--- src/rtl/instruction_fetch_pkg.sv ---
// Shared widths and FSM encoding for the instruction fetch stage.
// FAULT only exists when FETCH_RANGE_CHECK_EN is defined.
package instruction_fetch_pkg;

    localparam int COL   = 16;  // instruction word width
    localparam int ROW_I = 16;  // ROM depth in words

    // Lowest pc bit that lies outside the ROM window (bit 5 for 16 words).
    localparam int WIN_MSB = $clog2(ROW_I) + 1;

`ifdef FETCH_RANGE_CHECK_EN
    typedef enum logic [1:0] {
        FETCH = 2'd0,
        HOLD  = 2'd1,
        FAULT = 2'd2
    } fetch_state_e;
`else
    typedef enum logic [1:0] {
        FETCH = 2'd0,
        HOLD  = 2'd1
    } fetch_state_e;
`endif

endpackage

--- src/rtl/instruction_fetch_pc_gen.sv ---
// Next-PC selection: redirect beats increment, otherwise pc is held.
module fetch_pc_gen
    import instruction_fetch_pkg::*;
#(
    parameter int PC_STEP = 2
) (
    input  logic [COL-1:0] pc,
    input  logic           redirect,
    input  logic [COL-1:0] target,
    input  logic           advance,
    output logic [COL-1:0] pc_next
);

    // Bit 0 is forced low on both paths so pc always stays halfword aligned.
    always_comb begin
        pc_next = pc;
        if (redirect)
            pc_next = target & 16'hFFFE;
        else if (advance)
            pc_next = (pc + 16'(PC_STEP)) & 16'hFFFE;
    end

endmodule

--- src/rtl/instruction_fetch.sv ---
// Single-stage instruction fetch with decode backpressure and branch redirect.
// Define FETCH_RANGE_CHECK_EN to trap fetches outside the 16-word ROM window.
module instruction_fetch
    import instruction_fetch_pkg::*;
#(
    parameter logic [15:0] RESET_PC = 16'h0000,
    parameter int          PC_STEP  = 2
) (
    input  logic           clk,
    input  logic           rst_n,
    output logic [COL-1:0] pc,
    input  logic [COL-1:0] instruction,
    output logic [COL-1:0] if_instr,
    output logic [COL-1:0] if_pc,
    output logic           if_valid,
    input  logic           id_ready,
    input  logic           branch_taken,
    input  logic [COL-1:0] branch_target,
    output logic           fetch_fault
);

    fetch_state_e   state_q, state_d;
    logic [COL-1:0] pc_q, pc_d;
    logic [COL-1:0] if_instr_q, if_instr_d;
    logic [COL-1:0] if_pc_q, if_pc_d;
    logic           if_valid_q, if_valid_d;
    logic           redirect, capture, accept, frozen;

`ifdef FETCH_RANGE_CHECK_EN
    logic fault_q, fault_d;
    logic out_of_range;
    assign out_of_range = |pc_q[COL-1:WIN_MSB];
    assign frozen       = (state_q == FAULT);
    assign fetch_fault  = fault_q;
`else
    assign frozen       = 1'b0;
    assign fetch_fault  = 1'b0;
`endif

    // The output slot is free when empty or when decode takes it this cycle.
    assign accept = !if_valid_q || id_ready;

    always_comb begin
        state_d    = state_q;
        if_instr_d = if_instr_q;
        if_pc_d    = if_pc_q;
        if_valid_d = if_valid_q;
        redirect   = 1'b0;
        capture    = 1'b0;
`ifdef FETCH_RANGE_CHECK_EN
        fault_d    = fault_q;
`endif
        if (!frozen) begin
            if (branch_taken) begin
                // Any word in the slot is dropped (or counted as consumed).
                redirect   = 1'b1;
                if_valid_d = 1'b0;
                state_d    = FETCH;
            end else if (accept) begin
`ifdef FETCH_RANGE_CHECK_EN
                if (out_of_range) begin
                    if_valid_d = 1'b0;
                    fault_d    = 1'b1;
                    state_d    = FAULT;
                end else
`endif
                begin
                    capture    = 1'b1;
                    if_instr_d = instruction;
                    if_pc_d    = pc_q;
                    if_valid_d = 1'b1;
                    state_d    = FETCH;
                end
            end else begin
                state_d = HOLD;
            end
        end
    end

    fetch_pc_gen #(
        .PC_STEP (PC_STEP)
    ) u_pc_gen (
        .pc       (pc_q),
        .redirect (redirect),
        .target   (branch_target),
        .advance  (capture),
        .pc_next  (pc_d)
    );

    always_ff @(posedge clk or negedge rst_n) begin
        if (!rst_n) begin
            state_q    <= FETCH;
            pc_q       <= RESET_PC;
            if_instr_q <= '0;
            if_pc_q    <= '0;
            if_valid_q <= 1'b0;
        end else begin
            state_q    <= state_d;
            pc_q       <= pc_d;
            if_instr_q <= if_instr_d;
            if_pc_q    <= if_pc_d;
            if_valid_q <= if_valid_d;
        end
    end

`ifdef FETCH_RANGE_CHECK_EN
    always_ff @(posedge clk or negedge rst_n) begin
        if (!rst_n) fault_q <= 1'b0;
        else        fault_q <= fault_d;
    end
`endif

    assign pc       = pc_q;
    assign if_instr = if_instr_q;
    assign if_pc    = if_pc_q;
    assign if_valid = if_valid_q;

endmodule

--- config.mk ---
export PLATFORM = sky130hd
export DESIGN_NAME = instruction_fetch
export DESIGN_NICKNAME = d
export VERILOG_FILES = /design/src/rtl/instruction_fetch_pkg.sv /design/src/rtl/instruction_fetch_pc_gen.sv /design/src/rtl/instruction_fetch.sv
export SDC_FILE = /design/constraint.sdc
export NUM_CORES = 1
export LEC_CHECK = 0
export CAP_MARGIN = 20
export CORE_MARGIN = 1
export CORE_UTILIZATION = 42
export CTS_BUF_LIST = sky130_fd_sc_hd__clkbuf_16
export CTS_CLUSTER_DIAMETER = 40
export CTS_CLUSTER_SIZE = 10
export DETAILED_ROUTE_END_ITERATION = 7
export PLACE_DENSITY_LB_ADDON = 0.12
export RECOVER_POWER = 100
export SLEW_MARGIN = 0
export SYNTH_ARGS = -nofsm -noshare
export SYNTH_HDL_FRONTEND = slang
export SYNTH_SLANG_ARGS = --single-unit
--- constraint.sdc ---
create_clock -name clk -period 1.7 [get_ports clk]
set_clock_uncertainty 0.15 [all_clocks]
set_input_delay 0.17 -clock clk [delete_from_list [all_inputs] [get_ports clk]]
set_output_delay 0.17 -clock clk [all_outputs]
set_load 0.01 [all_outputs]
# After elaboration in Yosys (flattened, before gate mapping)
# Index checks and enable logic that the tools add are counted.
# W data, S select, Z words.
# word_totals
reg_bits,49
# classes
n_mux,7
addsub,1
bitwise,1
reduce_logical,5
# op_table
cell,count
$mux W16,2
$add A16 B2 Y16 const B,1
$mux W1,5
$reduce_bool A2 Y1,2
$reduce_and A2 Y1,1
$logic_not A1 Y1,1
$logic_or A1 B1 Y1,1
$not A1 Y1,1

# Depth between registers and ports, before layout
# depth
word_depth,6
ltp_mapped,6
mapped_depth_nobuf,4

# Modules after synthesis
# From an unflattened synthesis, not the netlist that was laid out.
# hier_totals
cells_unflattened,178
area_unflattened_um2,2237.1
# by_module_without_submodules
module,instances,area_per_inst_um2,seq_area_each_um2,cells_each
instruction_fetch,1,1655.3,1226.2,89
fetch_pc_gen,1,581.8,0.0,89

# Worst setup path before layout
# No wires, ideal clock.
# synth_timing
kind,register to register
from,"reg if_valid_q, in the netlist if_valid"
to,"reg if_instr_q[12], in the netlist if_instr[12]"
setup_slack_ps,114
setup_ps,125
stages_incl_launch_ff,6
required_ps,1425
arrival_ps,1312
period_less_slack_ps,1586
cell_sequence,dfrtp_1 nand2b_1 and2_1 clkbuf_1 buf_4 mux2_2
# synth_via
elab_chain_cells,3
# synth_rtl
item,line_no,source
from (decl),instruction_fetch.sv:26,"logic if_valid_q, if_valid_d;"
from (signal assigned),instruction_fetch.sv:102,if_valid_q <= if_valid_d;
$logic_not A1 Y1,instruction_fetch.sv:41,assign accept = !if_valid_q || id_ready;
$logic_or A1 B1 Y1,instruction_fetch.sv:41,
$reduce_and A2 Y1 (no source line),--,
to (signal assigned),instruction_fetch.sv:100,if_instr_q <= if_instr_d;
to (decl),instruction_fetch.sv:24,"logic [COL-1:0] if_instr_q, if_instr_d;"
# Every way passes these cells.
# A chain may end at the register's enable or synchronous reset.

# Final worst setup path
# layout_timing
from,"reg pc_q[12], in the netlist pc[12]"
to,out pc[12]
# layout_lines
item,line_no,source
from (decl),instruction_fetch.sv:23,"logic [COL-1:0] pc_q, pc_d;"
from (signal assigned),instruction_fetch.sv:99,pc_q <= pc_d;
to (decl),instruction_fetch.sv:11,"output logic [COL-1:0] pc,"
# No word-level cell between the ends.

==> reports/results.ini <==
[status]
outcome=complete, no violations

[critical_path]
critPathMaxFanout=4
critPathLaunchType=flop
cp.required_ps=1380
arrival_ps=1340
path_class=reg2out
crit_path_end_kind=output pin
reg2reg_setup_slack_ps=80

[route]
dr_wl_met2_mm=2.25
ant_nets=0
dr.pass1.iters=4
dr_wl_met3_um=236
vias_per_cell=5.01
vias=1614
wirelength_mm=4.56
wl_per_cell_um=14.2
drc=0
maxUsedRoutingLayer=met4
drt-met1-wl_mm=2.03
drt_iter0_markers=90

[placement]
dp.cells=310
hpwlAfterDp_mm=3.31
placed_area_um2=3030
place_congestion=0.759
portBuffers=81

[die]
die_w_um=71.8
initial_core_util=0.436
fp.dieArea_um2=5150
num_rows=25
pin_count=86
core_um2=4690
die_y_um=71.8

[timing]
worst_pin_slew_ps=576
report.final.slew_viol_count=0
final_hold_viol_count=0
fin_crit_sh=0.975
holdWs_ps=211
fmax_mhz=604
worst_slew_margin_rel=0.616
rsz0062_at_grt=no
setup_viol=0
finalWorstPathRequiredPeriod_ps=1660

[grt]
grt_pass1_wl_mm=7.22
grtUsageTotal=0.185
first_global_vias=1506
grt_max_degree=22
overflow=0
antenna_found_initial=0

[cts]
numCtsBuffers=5
cts.sinks=47
clkSlewWorstSetupHoldPaths_ps=60
htreeDepth=2
root_buffer=clkbuf_16
clk_path_buf_depth=2
clkLatencyLatePin_ps=280
cts_tree=built

[yosys]
ys_types=29
synth_seq_cells=47
ys_seq_area_frac=0.575
yosys_warnings=0
synth_area_per_cell_um2=12.5
syn_area_um2=2040
synthCells=164

[power]
p_leak_uw=0.00136
vdd_drop_max_uv=500
p_total_uw=3070
powerDensity_nw_per_um2=958

[job]
drv_cap=0

[hold_path]
hold_class=in2async

[finish]
area_delta_synth_final_pct=56.6
fin_nets=304
drive_gt1_frac=0.228
instances_no_fill=322
final_cell_area_um2=3200
num_antenna_cells=0

timing repair:
item	CTS	global route
hold endpoints to repair	17	0
resized for setup	0	3
setup buffers	1	2
hold buffers	1	0
endpoints found under the setup margin	1	5
pin swaps	0	1
metrics by stage:
step	worst slack [ps]	TNS, ps	util
after floorplan	114	0	-
after global placement	-172	-5840	0.647
after detailed placement	-201	-6440	0.647
after CTS	23.7	0	0.680
after global routing	8.26	0	0.682
final	43.1	0	0.682
layout by cell type, fill, tap and decap left out, types with 6 or more instances in the layout:
master           instances
nand2_1                 12
xor2_1                   6
clkdlybuf4s50_1         44
mux2_2                  27
dlygate4sd3_1           36
o21ai_0                 12
dfrtp_1                 47
buf_4                   17
nand3_1                  7
routing by layer:
layer,vias to the layer above,GRT usage
met5,-,0
met4,0,0.0566
met3,4,0.0464
met2,55,0.302
met1,769,0.243
li1,786,-
registers in the layout, summed over array words and instances (netlist names):
register	count
if_instr	16
if_pc	15
pc	15
if_valid	1
Yosys cell counts:
cell type | count | area, um^2
xnor2_1 | 2 | 17.5
nand2_1 | 12 | 45.0
buf_4 | 6 | 45.0
mux2_1 | 5 | 56.3
xor2_1 | 6 | 52.6
o21ai_0 | 12 | 60.1
mux2_2 | 27 | 304
conb_1 | 1 | 3.75
nor2_1 | 5 | 18.8
nand2_2 | 1 | 6.26
and2_1 | 3 | 18.8
dfrtp_1 | 47 | 1180
and4_1 | 1 | 8.76
or4_1 | 2 | 15.0
o211ai_1 | 1 | 7.51
mux2i_1 | 1 | 10.0
clkbuf_1 | 3 | 11.3
or3_1 | 4 | 25.0
nand2b_1 | 1 | 6.26
and4_4 | 1 | 11.3
buf_2 | 2 | 10.0
nand4_1 | 4 | 25.0
a31oi_1 | 5 | 31.3
nand4_2 | 1 | 12.5
o31ai_1 | 1 | 7.51
and3_2 | 1 | 7.51
nand3_1 | 7 | 35.0
inv_1 | 1 | 3.75
ha_1 | 1 | 12.5
report_power, final:
group	switching (uW)	internal [uW]
registers	85.6	1270
logic	318	480
clock network	378	531
worst max-delay path, stage by stage, from the launching register on:
cell and delay, ps:
dfrtp_1 390, buf_4 140, clkdlybuf4s50_1 530
final timing paths:
| check | start | endpoint | cells after the start |
|---|---|---|---|
| worst max-delay path | pc[12]$_DFFE_PN0P_ | pc[12] | 2 |
| worst min-delay path | rst_n | pc[10]$_DFFE_PN0P_ | 2 |
| worst max register to register | if_valid$_DFFE_PN0P_ | if_pc[9]$_DFFE_PN0P_ | 4 |
| worst min register to register | if_instr[11]$_DFFE_PN0P_ | if_instr[11]$_DFFE_PN0P_ | 1 |
| max in group asynchronous | rst_n | pc[4]$_DFFE_PN0P_ | 3 |
| min in group clk | branch_target[7] | pc[7]$_DFFE_PN0P_ | 3 |
cell type report:
class	instances	area, um^2
sequential	47	1180
clock buffer	5	125
fill	369	1490
inverter	1	3.75
timing repair buffer	105	1000
multi-input combinational	107	816
clock inverter	3	12.5
tap	54	67.6
cells by family after synthesis:
| kind of cell | Yosys count | synth area share |
|---|---|---|
| AO/OA/AOI/OAI | 19 | 0.0520 |
| XOR/XNOR | 8 | 0.0343 |
| adder cells (fa/ha/maj) | 1 | 0.00612 |
| buffers and inverters | 12 | 0.0343 |
| flip-flops | 47 | 0.575 |
| multiplexers | 33 | 0.181 |
| other | 1 | 0.00183 |
| AND/OR/NAND/NOR | 43 | 0.115 |
Note: power is estimated with default switching activity, not from simulation.
